===== src/rtl/muxarb_pkg.sv =====
// Shared definitions for the round-robin mux arbiter.
// Holds requester/select sizing, the FSM state encoding and one-hot/index helpers.
package muxarb_pkg;

    localparam int N_REQ = 4;
    localparam int SEL_W = 2;

    typedef enum logic {
        ARB_IDLE  = 1'b0,
        ARB_GRANT = 1'b1
    } arb_state_t;

    // Turn a requester index into its one-hot grant vector.
    function automatic logic [N_REQ-1:0] idx2onehot(input logic [SEL_W-1:0] idx);
        logic [N_REQ-1:0] oh;
        oh      = '0;
        oh[idx] = 1'b1;
        return oh;
    endfunction

    // Recover the index from a one-hot vector (all-zero maps to index 0).
    function automatic logic [SEL_W-1:0] onehot2idx(input logic [N_REQ-1:0] oh);
        logic [SEL_W-1:0] idx;
        idx = '0;
        for (int i = 0; i < N_REQ; i++) begin
            if (oh[i]) begin
                idx = idx | SEL_W'(i);
            end
        end
        return idx;
    endfunction

endpackage


===== src/rtl/rr_pick.sv =====
// Rotate-priority encoder for the round-robin arbiter.
// Finds the first set request bit scanning upward from ptr, wrapping modulo N_REQ.
module rr_pick
    import muxarb_pkg::*;
(
    input  logic [N_REQ-1:0] req,
    input  logic [SEL_W-1:0] ptr,
    output logic             found,
    output logic [SEL_W-1:0] idx
);

    logic [SEL_W-1:0] cand;

    // Scan from the farthest offset back to ptr so the closest set request wins.
    always_comb begin
        found = |req;
        idx   = '0;
        cand  = '0;
        for (int k = N_REQ - 1; k >= 0; k--) begin
            cand = ptr + SEL_W'(k);
            if (req[cand]) begin
                idx = cand;
            end
        end
    end

endmodule


===== src/rtl/mux_rr_arbiter.sv =====
// Round-robin arbiter owning a shared 32-bit 4:1 datapath mux.
// Grants one requester at a time, holds the mux until its burst ends, abandons,
// or (with MUXARB_HOLD_LIMIT_EN defined) reaches MAX_HOLD accepted beats.
// Every release spends one IDLE cycle before the next grant.
module mux_rr_arbiter
    import muxarb_pkg::*;
#(
    parameter int MAX_HOLD = 8
)
(
    input  logic             clk,
    input  logic             reset_n,
    input  logic [N_REQ-1:0] req,
    input  logic [N_REQ-1:0] last,
    input  logic             bus_ready,
    output logic [SEL_W-1:0] sel,
    output logic [N_REQ-1:0] grant,
    output logic             bus_valid,
    output logic             busy
);

    localparam logic ST_IDLE  = ARB_IDLE;
    localparam logic ST_GRANT = ARB_GRANT;

`ifdef MUXARB_HOLD_LIMIT_EN
    localparam bit hold_limit_en = 1'b1;
`else
    localparam bit hold_limit_en = 1'b0;
`endif

    logic             state;
    logic             state_nxt;
    logic [SEL_W-1:0] owner;
    logic [SEL_W-1:0] owner_nxt;
    logic [SEL_W-1:0] rr_ptr;
    logic [SEL_W-1:0] rr_ptr_nxt;
    logic [SEL_W-1:0] sel_nxt;
    logic [N_REQ-1:0] grant_nxt;
    logic [3:0]       beat_cnt;
    logic [3:0]       beat_cnt_nxt;
    logic [3:0]       beat_inc;

    logic             pick_found;
    logic [SEL_W-1:0] pick_idx;
    logic             owner_req;
    logic             owner_last;
    logic             accept;
    logic             hold_reached;
    logic             release_now;

    rr_pick u_pick (
        .req   (req),
        .ptr   (rr_ptr),
        .found (pick_found),
        .idx   (pick_idx)
    );

    assign owner_req    = req[owner];
    assign owner_last   = last[owner];
    assign accept       = (state == ST_GRANT) && owner_req && bus_ready;
    assign beat_inc     = (beat_cnt == 4'hF) ? beat_cnt : beat_cnt + 4'd1;
    assign hold_reached = hold_limit_en && (beat_inc == 4'(MAX_HOLD));

    assign busy      = (state == ST_GRANT);
    assign bus_valid = (state == ST_GRANT) && owner_req;

    // Decide the next owner, pointer and beat count from the current state and owner inputs.
    always_comb begin
        state_nxt    = state;
        owner_nxt    = owner;
        rr_ptr_nxt   = rr_ptr;
        sel_nxt      = sel;
        grant_nxt    = grant;
        beat_cnt_nxt = beat_cnt;
        release_now  = 1'b0;

        if (state == ST_IDLE) begin
            if (pick_found) begin
                state_nxt    = ST_GRANT;
                owner_nxt    = pick_idx;
                sel_nxt      = pick_idx;
                grant_nxt    = idx2onehot(pick_idx);
                beat_cnt_nxt = 4'd0;
            end
        end else begin
            release_now = !owner_req
                        || (accept && owner_last)
                        || (accept && hold_reached);
            if (release_now) begin
                state_nxt    = ST_IDLE;
                grant_nxt    = '0;
                beat_cnt_nxt = 4'd0;
                rr_ptr_nxt   = owner + SEL_W'(1);
            end else if (accept) begin
                beat_cnt_nxt = beat_inc;
            end
        end
    end

    // Register arbiter state; reset drops the grant immediately and restores idle defaults.
    always_ff @(posedge clk or negedge reset_n) begin
        if (!reset_n) begin
            state    <= ST_IDLE;
            owner    <= '0;
            rr_ptr   <= '0;
            sel      <= '0;
            grant    <= '0;
            beat_cnt <= 4'd0;
        end else begin
            state    <= state_nxt;
            owner    <= owner_nxt;
            rr_ptr   <= rr_ptr_nxt;
            sel      <= sel_nxt;
            grant    <= grant_nxt;
            beat_cnt <= beat_cnt_nxt;
        end
    end

endmodule


===== config.mk =====
export PLATFORM = sky130hd
export DESIGN_NAME = mux_rr_arbiter
export DESIGN_NICKNAME = d
export VERILOG_FILES = /design/src/rtl/muxarb_pkg.sv /design/src/rtl/rr_pick.sv /design/src/rtl/mux_rr_arbiter.sv
export SDC_FILE = /design/constraint.sdc
export NUM_CORES = 1
export LEC_CHECK = 0
export CAP_MARGIN = 10
export CORE_AREA = 8 8 45 47
export DETAILED_ROUTE_END_ITERATION = 6
export DIE_AREA = 0 0 53 55
export PLACE_DENSITY = 0.73
export SLEW_MARGIN = 5
export SYNTH_ARGS = -nofsm -noshare
export SYNTH_HDL_FRONTEND = slang
export SYNTH_SLANG_ARGS = --single-unit

===== constraint.sdc =====
create_clock -name clk -period 1.7 [get_ports clk]
set_input_delay 0.255 -clock clk [delete_from_list [all_inputs] [get_ports clk]]
set_output_delay 0.255 -clock clk [all_outputs]
set_load 0.02 [all_outputs]

### After elaboration in Yosys (flattened, before gate mapping)

Cells that the tools add are included.

| cells by class | value |
|---|---|
| reductions and logical operators | 11 |
| $lt $le $gt $ge | 7 |
| equal/unequal tests | 1 |
| bitwise gates (word level) | 1 |
| multiplexer cells | 24 |
| add/subtract/negate cells | 4 |

Operators with widths:

| kind | number |
|---|---|
| $lt 2x3->1 const B | 6 |
| $bmux 1 s2 | 6 |
| $mux 4 | 3 |
| $mux 1 | 10 |
| $mux 2 | 4 |
| $reduce_and 2->1 | 3 |
| $add 2x1->2 const B | 2 |
| $add 2x2->2 const B | 2 |
| $logic_and 1x1->1 | 4 |
| $reduce_or 4->1 | 1 |
| $demux 1 s2 | 1 |
| $ge 2x1->1 const B | 1 |
| $ne 2x1->1 const B | 1 |
| $reduce_bool 2->1 | 1 |
| $logic_not 1->1 | 1 |
| $logic_or 1x1->1 | 1 |
| $not 1->1 | 1 |

| storage, ports and cells | value |
|---|---|
| register bits | 9 |
| logic and storage cells | 52 |
| bits of input ports | 11 |
| output and inout port bits | 8 |

### Longest topological paths before layout

Gate-level depths: netlist of the first run.

| logic depth | value |
|---|---|
| word-level depth | 13 |
| depth in mapped cells | 5 |
| gate-level depth less buffers | 4 |

### By module

From an unflattened synthesis of the first run, not the netlist that was laid out.

| unflattened totals | value |
|---|---|
| cell total of the unflattened synthesis | 55 |
| area total of the unflattened synthesis | 533.0 sq um |

Modules (own cells, without submodules):

| module | area each (sq um) | cells an instance | instances | seq. area each (sq um) |
|---|---|---|---|---|
| mux_rr_arbiter | 455.4 | 42 | 1 | 225.2 |
| rr_pick | 77.6 | 13 | 1 | 0.0 |

### Least setup slack after synthesis of the first run

Ideal clock, no wire load.

| timing path | value |
|---|---|
| path type | flip-flop to flip-flop |
| start | register owner[0] |
| end | register rr_ptr[1] |
| path buffers | 0 |
| path slack | 0.017 ns |
| stages on the path, launching flop included | 5 |
| setup time | 0.125 ns |
| arrival | 1.558 ns |
| required time | 1.575 ns |
| clock period less this slack | 1.683 ns |
| path through | dfrtp_1 mux4_2 inv_2 o21ai_4 mux2_4 |

| on the way | value |
|---|---|
| word-level cells in the longest chain between the ends | 7 |
| elaborated cells on any way between the ends | 11 |
| those cells by class | add/sub: 1; mux: 4; reduce/logical: 6 |

RTL lines:

| what | RTL line | source |
|---|---|---|
| from (decl) | mux_rr_arbiter.sv:33 | `logic [SEL_W-1:0] owner;` |
| from (signal assigned) | mux_rr_arbiter.sv:111 | `owner <= owner_nxt;` |
| $bmux 1 s2 | mux_rr_arbiter.sv:58 | `assign owner_req = req[owner];` |
| $mux 1 (implied by the code) | mux_rr_arbiter.sv:58 |  |
| $logic_and 1x1->1 (2 in a row) | mux_rr_arbiter.sv:60 | `assign accept = (state == ST_GRANT) && owner_req && bus_ready;` |
| $logic_and 1x1->1 | mux_rr_arbiter.sv:87 | `\|\| (accept && owner_last)` |
| $logic_or 1x1->1 | mux_rr_arbiter.sv:87 |  |
| $reduce_and 2->1 (no source line) | - |  |
| to (signal assigned) | mux_rr_arbiter.sv:112 | `rr_ptr <= rr_ptr_nxt;` |
| to (decl) | mux_rr_arbiter.sv:35 | `logic [SEL_W-1:0] rr_ptr;` |

Several ways; a longest one is shown, not always the timed one. The select of a mux whose other input is x is not followed.
A chain may end at the register's enable or synchronous reset.

### Worst setup path in the final report of the first run

| timing path | value |
|---|---|
| start | input req[1] |
| end | output bus_valid |

| on the way | value |
|---|---|
| word-level cells in the longest chain between the ends | 3 |

RTL lines:

| what | RTL line | source |
|---|---|---|
| from (decl) | mux_rr_arbiter.sv:13 | `input logic [N_REQ-1:0] req,` |
| $bmux 1 s2 | mux_rr_arbiter.sv:58 |  |
| $mux 1 (implied by the code) | mux_rr_arbiter.sv:58 |  |
| $logic_and 1x1->1 | mux_rr_arbiter.sv:65 | `assign bus_valid = (state == ST_GRANT) && owner_req;` |
| to (decl) | mux_rr_arbiter.sv:18 | `output logic bus_valid,` |

No other way between the ends. The select of a mux whose other input is x is not followed.

==> out/results.md, run 1 <==
Global routing
* 10 — pin count of the biggest net entering global routing
* 501 — via count of the first global-routing pass
* 0.102 — global router's overall resource usage
* 2220 um — wire length of the first global-routing pass
* 0 — initial antenna violation count
* 0 — global route overflow

Synth
* 533 um^2 — Post-Synthesis Cell Area
* 24 — number of distinct standard cells referenced by the synthesized netlist
* 0.423 — sequential-to-total area share from yosys stat
* 57 — nets in the synthesized netlist
* 0 — Syn. warnings
* 11.6 um^2 — Mean Syn Cell Area
* 9 — register bit count reported by yosys
* 46 — Mapped Cells

Floorplanning
* 53 um — Die X-Extent
* 55 um — chip height
* 19 — IO Pins
* 2920 um^2 — area enclosed by the die boundary
* 1380 um^2 — area of the core
* 14 — row count
* 0.385 — initial core utilization

Routing
* 5.21 — vias per inst
* 3 — starting DRC count in detailed routing
* 4 — iteration count of the initial detailed-routing pass
* 0 — antenna viol nets, final
* 14.4 um — post-detailed-route wirelength per cell
* 1290 um — final wirelength
* 0 — post-detailed-route DRC marker count
* 469 — vias post-DR

STA
* 1660 ps — final period demand of the worst path
* yes — setup repair after global routing missed its margin
* 0.722 — normalized max-slew margin
* 0.976 — share of the clock period used by the worst path
* 0 — final count of negative-setup-slack endpoints
* 0 — number of hold violations in the final report
* 0 — pins over their slew limit
* 415 ps — transition time of the tightest slew-check pin
* 0.603 GHz — maximum frequency from static timing analysis
* 4.12 ps — worst clock skew on the final layout

Layout
* 225 um^2 — register area
* 86 — number of nets in the layout
* 288 um^2 — multi-input gate area in the final layout
* sky130_fd_sc_hd__clkdlybuf4s50_1 — commonest non-fill, non-tap cell in the layout
* 0.586 — final cell utilization of the core
* 127 — number of fill cells
* 16 x sky130_fd_sc_hd__clkdlybuf4s50_1, 9 x sky130_fd_sc_hd__dfrtp_1, 9 x sky130_fd_sc_hd__buf_4 — leading cell types in the layout, fill and taps excluded
* 52.1% — Syn-to-layout area delta
* 0 — antenna diode instance count
* 0.270 — share of final-layout standard cells stronger than drive strength 1

Worst setup path
* 2 — critical-path maximum fanout
* input pin to primary output — type of the worst setup path
* 5 — path depth of the worst reg2reg path
* input pin — startpoint class of the critical path
* 100 ps — FF-to-FF setup slack
* primary output — sort of element at the end of the critical path
* 1440 ps — endpoint required time on the critical path
* 1400 ps — worst path arrival time
* rr_ptr[1]$_DFFE_PN0P_ — worst flop-to-flop path endpoint
* owner[0]$_DFFE_PN0P_ — Reg2Reg Launch Point

Clock tree
* 9 — CTS Sinks
* 2 — Longest Clk Path Bufs
* 1 — number of H-tree levels
* 60 ps — clk slew on worst S/H paths
* sky130_fd_sc_hd__clkbuf_4 — Clk Tree Root Cell
* 250 ps — clock latency on the worst-skew pair
* done — clock tree from TritonCTS
* 3 — cts bufs inserted

Placed design
* 1050 um — HPWL after detailed placement
* 0.861 — placer's final routability congestion estimate
* 18 — number of buffers inserted by port buffering

Hold path
* input pin to asynchronous set/reset pin — Hold/Removal Path Class

Power and ir drop
* 0.823 mV — maximum resistive drop on vdd
* 1.44 mW — Design Power
* 1780 nW/um^2 — power density cells
* 0.370 nW — Static Leak

Flow run
* 0 — Max Cap Violations

Outcome
* completed — outcome

-- per-layer routing --
metal	up-vias	global-route usage	wire length (um)
li1	235	-	-
met3	0	0.0267	81
met1	225	0.106	551
met2	9	0.186	660
met4	0	0.0517	0
met5	-	0	0
-- how the worst max path moves through the flow --
stage	startpoint	endpoint	depth (start not counted)
after global placement	req[2]	bus_valid	5
after global routing	owner[0]$_DFFE_PN0P_	bus_valid	4
after floorplan	owner[0]$_DFFE_PN0P_	rr_ptr[1]$_DFFE_PN0P_	4
final	req[1]	bus_valid	5
after detailed placement	req[3]	bus_valid	5
after CTS	req[3]	bus_valid	5
-- flip-flops by register name, indices dropped and copies added (netlist names) --
| name | count |
|---|---|
| grant | 4 |
| rr_ptr | 2 |
| owner | 2 |
| busy | 1 |
-- critical path, stage by stage --
cell,delay (ps)
sky130_fd_sc_hd__clkdlybuf4s50_1,430
sky130_fd_sc_hd__mux4_2,470
sky130_fd_sc_hd__inv_2,70
sky130_fd_sc_hd__nor2_1,30
sky130_fd_sc_hd__buf_4,150
-- cell type report --
class | count | area share
flip-flops and latches | 9 | 0.278
inverters | 3 | 0.0139
clock buffers | 4 | 0.0324
multi-input cells | 32 | 0.355
repair buffers | 26 | 0.296
well taps | 16 | 0.0247
-- synthesized netlist by cell type --
| cell | n | area (um^2) |
|---|---|---|
| sky130_fd_sc_hd__o21a_1 | 1 | 7.51 |
| sky130_fd_sc_hd__dfrtp_1 | 9 | 225 |
| sky130_fd_sc_hd__mux4_2 | 1 | 22.5 |
| sky130_fd_sc_hd__o41ai_4 | 1 | 27.5 |
| sky130_fd_sc_hd__mux2i_1 | 4 | 40.0 |
| sky130_fd_sc_hd__o21ai_0 | 1 | 5.00 |
| sky130_fd_sc_hd__o31ai_1 | 1 | 7.51 |
| sky130_fd_sc_hd__nor3b_1 | 1 | 7.51 |
| sky130_fd_sc_hd__o22a_2 | 1 | 10.0 |
| sky130_fd_sc_hd__o21ai_4 | 1 | 16.3 |
| sky130_fd_sc_hd__o22ai_1 | 2 | 12.5 |
| sky130_fd_sc_hd__clkbuf_1 | 1 | 3.75 |
| sky130_fd_sc_hd__inv_1 | 2 | 7.51 |
| sky130_fd_sc_hd__mux2_4 | 1 | 15.0 |
| sky130_fd_sc_hd__a32o_1 | 4 | 40.0 |
| sky130_fd_sc_hd__buf_2 | 1 | 5.00 |
| sky130_fd_sc_hd__nand2b_1 | 1 | 6.26 |
| sky130_fd_sc_hd__nand2_1 | 3 | 11.3 |
| sky130_fd_sc_hd__nor2_1 | 1 | 3.75 |
| sky130_fd_sc_hd__inv_2 | 1 | 3.75 |
| sky130_fd_sc_hd__xor2_1 | 1 | 8.76 |
| sky130_fd_sc_hd__a21o_2 | 2 | 17.5 |
| sky130_fd_sc_hd__and3b_1 | 1 | 8.76 |
| sky130_fd_sc_hd__a21oi_1 | 4 | 20.0 |
-- repair_timing --
item / in CTS / in global routing
hold buffers: 0 / 0
pin swaps: 0 / 0
buffers inserted: 0 / 0
endpoints found under the setup margin: 1 / 1
gates resized for setup: 4 / 2
-- power breakdown --
group	switching [mW]	internal (mW)
Clock	0.0705	0.0902
Combinational	0.420	0.465
Sequential	0.0835	0.315
Total	0.574	0.870
-- cell families (layout without fill, tap and decap cells) --
family,count (synthesis),in the layout,share of synthesized area
mux,6,6,0.146
buf+inv,5,33,0.0375
flops,9,9,0.423
compound gates,18,18,0.308
xor+xnor,1,1,0.0164
simple gates,7,7,0.0704
-- through the flow --
stage	setup TNS [ps]	worst slack, ps	hold slack (ps)	cell area, um^2	cells
floorplan	0	16.8	-40.6	533	46
global placement	-1020	-343	513	785	86
detailed placement	-1100	-350	511	785	86
CTS	0	20.1	309	806	90
global route	-20.1	-20.1	326	811	90
finish	0	40.6	298	811	90
(Power assumes the default switching activity.)
==> run 2, diff against run 1 <==
==> constraint.sdc (replaced) <==
create_clock -name clk -period 1.7 [get_ports clk]
set_input_delay 0.34 -clock clk [delete_from_list [all_inputs] [get_ports clk]]
set_output_delay 0.34 -clock clk [all_outputs]
set_load 0.02 [all_outputs]
==> out/results.md, run 2 (synthesized netlist as in run 1, its figures left out) <==
STA
* 1730 ps — final period demand of the worst path, +75.5 ps
* 1.02 — share of the clock period used by the worst path, +0.0444
* 0 — pins over their slew limit, unchanged
* 0.576 GHz — maximum frequency from static timing analysis, -4.4%
* 0 — number of hold violations in the final report, unchanged
* 1 — final count of negative-setup-slack endpoints, +1
* -34.9 ps — final setup slack of the worst path, -75.5 ps
* 0.723 — normalized max-slew margin, about the same
* yes — setup repair after global routing missed its margin
* 415 ps — transition time of the tightest slew-check pin, -0.140 ps
* 3.96 ps — worst clock skew on the final layout, -0.164 ps

Power and ir drop
* 0.608 — relative contribution of combinational cells to total power, -0.005
* 0.402 — fraction of power spent switching nets, +0.00507
* 0.851 mW — cell internal power dissipation, -2.2%
* 0.573 mW — total net switching power, -0.14%
* 0.820 mV — maximum resistive drop on vdd, -0.41%
* 1780 nW/um^2 — power density cells, -0.16%
* 1.42 mW — Design Power, -1.4%
* 0.113 — Clk network pwr share, +0.002
* 0.280 — power share of the sequential group, +0.004
* 0.371 nW — Static Leak, +0.22%

Layout
* grant — largest register by flop count
* 4 — max FFs per register, unchanged
* 11 x sky130_fd_sc_hd__clkdlybuf4s50_1, 9 x sky130_fd_sc_hd__dfrtp_1, 9 x sky130_fd_sc_hd__buf_4, 6 x sky130_fd_sc_hd__dlygate4sd2_1 — leading cell types in the layout, fill and taps excluded
* grant: 4 flops, owner: 2 flops, rr_ptr: 2 flops — registers with the most flip-flops
* 135 — number of fill cells, +6.3%
* sky130_fd_sc_hd__clkdlybuf4s50_1 — commonest non-fill, non-tap cell in the layout
* 86 — number of nets in the layout, unchanged
* 801 um^2 — Final Cell Area, -1.2%
* 0.270 — share of final-layout standard cells stronger than drive strength 1, unchanged
* 50.2% — Syn-to-layout area delta
* 0 — antenna diode instance count, unchanged

Worst setup path
* 1360 ps — endpoint required time on the critical path, -80 ps
* primary output — sort of element at the end of the critical path
* flop to primary output — type of the worst setup path
* flop — startpoint class of the critical path
* 2 — critical-path maximum fanout, unchanged
* 1390 ps — worst path arrival time, about the same

Routing
* 0 — antenna viol nets, final, unchanged
* 463 — vias post-DR, -1.3%
* 14.4 um — post-detailed-route wirelength per cell, unchanged
* 4 — iteration count of the initial detailed-routing pass, unchanged
* 1290 um — final wirelength, unchanged
* 1 — starting DRC count in detailed routing, -2
* 5.14 — vias per inst, -1.3%
* 0 — post-detailed-route DRC marker count, unchanged

Floorplanning
* 0.385 — initial core utilization, unchanged
* 53 um — Die X-Extent, unchanged
* 19 — IO Pins, unchanged
* 55 um — chip height, unchanged
* 1380 um^2 — area of the core, unchanged
* 14 — row count, unchanged
* 2920 um^2 — area enclosed by the die boundary, unchanged

Hold path
* input pin to asynchronous set/reset pin — Hold/Removal Path Class

Clock tree
* 2 — Longest Clk Path Bufs, unchanged
* sky130_fd_sc_hd__clkbuf_4 — Clk Tree Root Cell
* 250 ps — clock latency on the worst-skew pair, about the same
* 9 — CTS Sinks, unchanged
* 0 — Post-CTS Hold Buffers, unchanged
* 1 — number of H-tree levels, unchanged
* 60 ps — clk slew on worst S/H paths, about the same
* 3 — cts bufs inserted, unchanged
* done — clock tree from TritonCTS

Outcome
* setup timing — violations in the final reports
* finished with violations — outcome

Flow run
* 0 — Max Cap Violations, unchanged

Global routing
* 0 — global route overflow, unchanged
* 0.104 — global router's overall resource usage, +0.00215
* 0 — initial antenna violation count, unchanged
* 10 — pin count of the biggest net entering global routing, unchanged
* 2270 um — wire length of the first global-routing pass, +2.2%
* 521 — via count of the first global-routing pass, +4.0%

Placed design
* 18 — number of buffers inserted by port buffering, unchanged
* 785 um^2 — placement-stage cell area, unchanged
* 1040 um — HPWL after detailed placement, -1.1%
* 0.861 — placer's final routability congestion estimate, about the same

[run 2: changes by cell type in the layout (fill, tap and decap cells not counted), sizes merged]
cell           previous run  this run
dlygate4sd2               0         6
clkdlybuf4s50            16        11
dlymetal6s2s              1         0
[run 2: path summary, 6_finish.rpt]
path                                       from                    end  slack, ps  cells after the start
max                        owner[0]$_DFFE_PN0P_              bus_valid        -30                      4
min                                     reset_n         busy$_DFF_PN0_        380                      1
max reg2reg                owner[0]$_DFFE_PN0P_  rr_ptr[1]$_DFFE_PN0P_        100                      5
min reg2reg                grant[0]$_DFFE_PN0P_   grant[0]$_DFFE_PN0P_        520                      1
max in group asynchronous               reset_n   grant[0]$_DFFE_PN0P_       1020                      1
min in group clk           grant[0]$_DFFE_PN0P_   grant[0]$_DFFE_PN0P_        520                      1
[run 2: layout make-up]
class                   count  area (um^2)  share of cell area
clock buffers               4         26.3              0.0328
inverters                   3         11.3              0.0141
multi-input cells          32          288               0.359
flip-flops and latches      9          225               0.281
well taps                  16         20.0              0.0250
repair buffers             26          230               0.288
[run 2: metal layers]
| metal | up-vias | track usage | part of all wire |
|---|---|---|---|
| met4 | 0 | 0.0517 | 0 |
| met1 | 222 | 0.109 | 0.42 |
| li1 | 232 | - | - |
| met2 | 9 | 0.189 | 0.52 |
| met5 | - | 0 | 0 |
| met3 | 0 | 0.0267 | 0.066 |
[run 2: power by group through the flow]
| stage | Sequential [mW] | Clock (mW) | Combinational, mW |
|---|---|---|---|
| detailed placement | 0.403 | 0 | 0.899 |
| global route | 0.415 | 0.180 | 0.943 |
| global placement | 0.400 | 0 | 0.888 |
| CTS | 0.399 | 0.167 | 0.893 |
| floorplan | 0.477 | 0 | 0.466 |
| finish | 0.398 | 0.160 | 0.865 |
[run 2: timing repair]
action / in CTS / in global routing
setup buffers: 1 / 0
gates resized for setup: 11 / 0
endpoints found under the setup margin: 3 / 6
pin swaps: 1 / 1
[run 2: worst max-delay path, stage by stage (launching register included)]
cell                      delay (ps)
sky130_fd_sc_hd__dfrtp_1         370
sky130_fd_sc_hd__mux4_2          510
sky130_fd_sc_hd__inv_2            70
sky130_fd_sc_hd__nor2_1           30
sky130_fd_sc_hd__buf_4           150
[run 2: through the flow]
step | instances | setup TNS (ps) | worst slack [ps] | utilization | hold slack, ps
floorplan | 46 | 0 | 16.8 | - | 44.4
global placement | 86 | -1790 | -513 | 0.567 | 513
detailed placement | 86 | -1860 | -514 | 0.567 | 511
CTS | 91 | -49.1 | -49.1 | 0.584 | 393
global route | 90 | -108 | -108 | 0.579 | 412
finish | 90 | -34.9 | -34.9 | 0.579 | 384
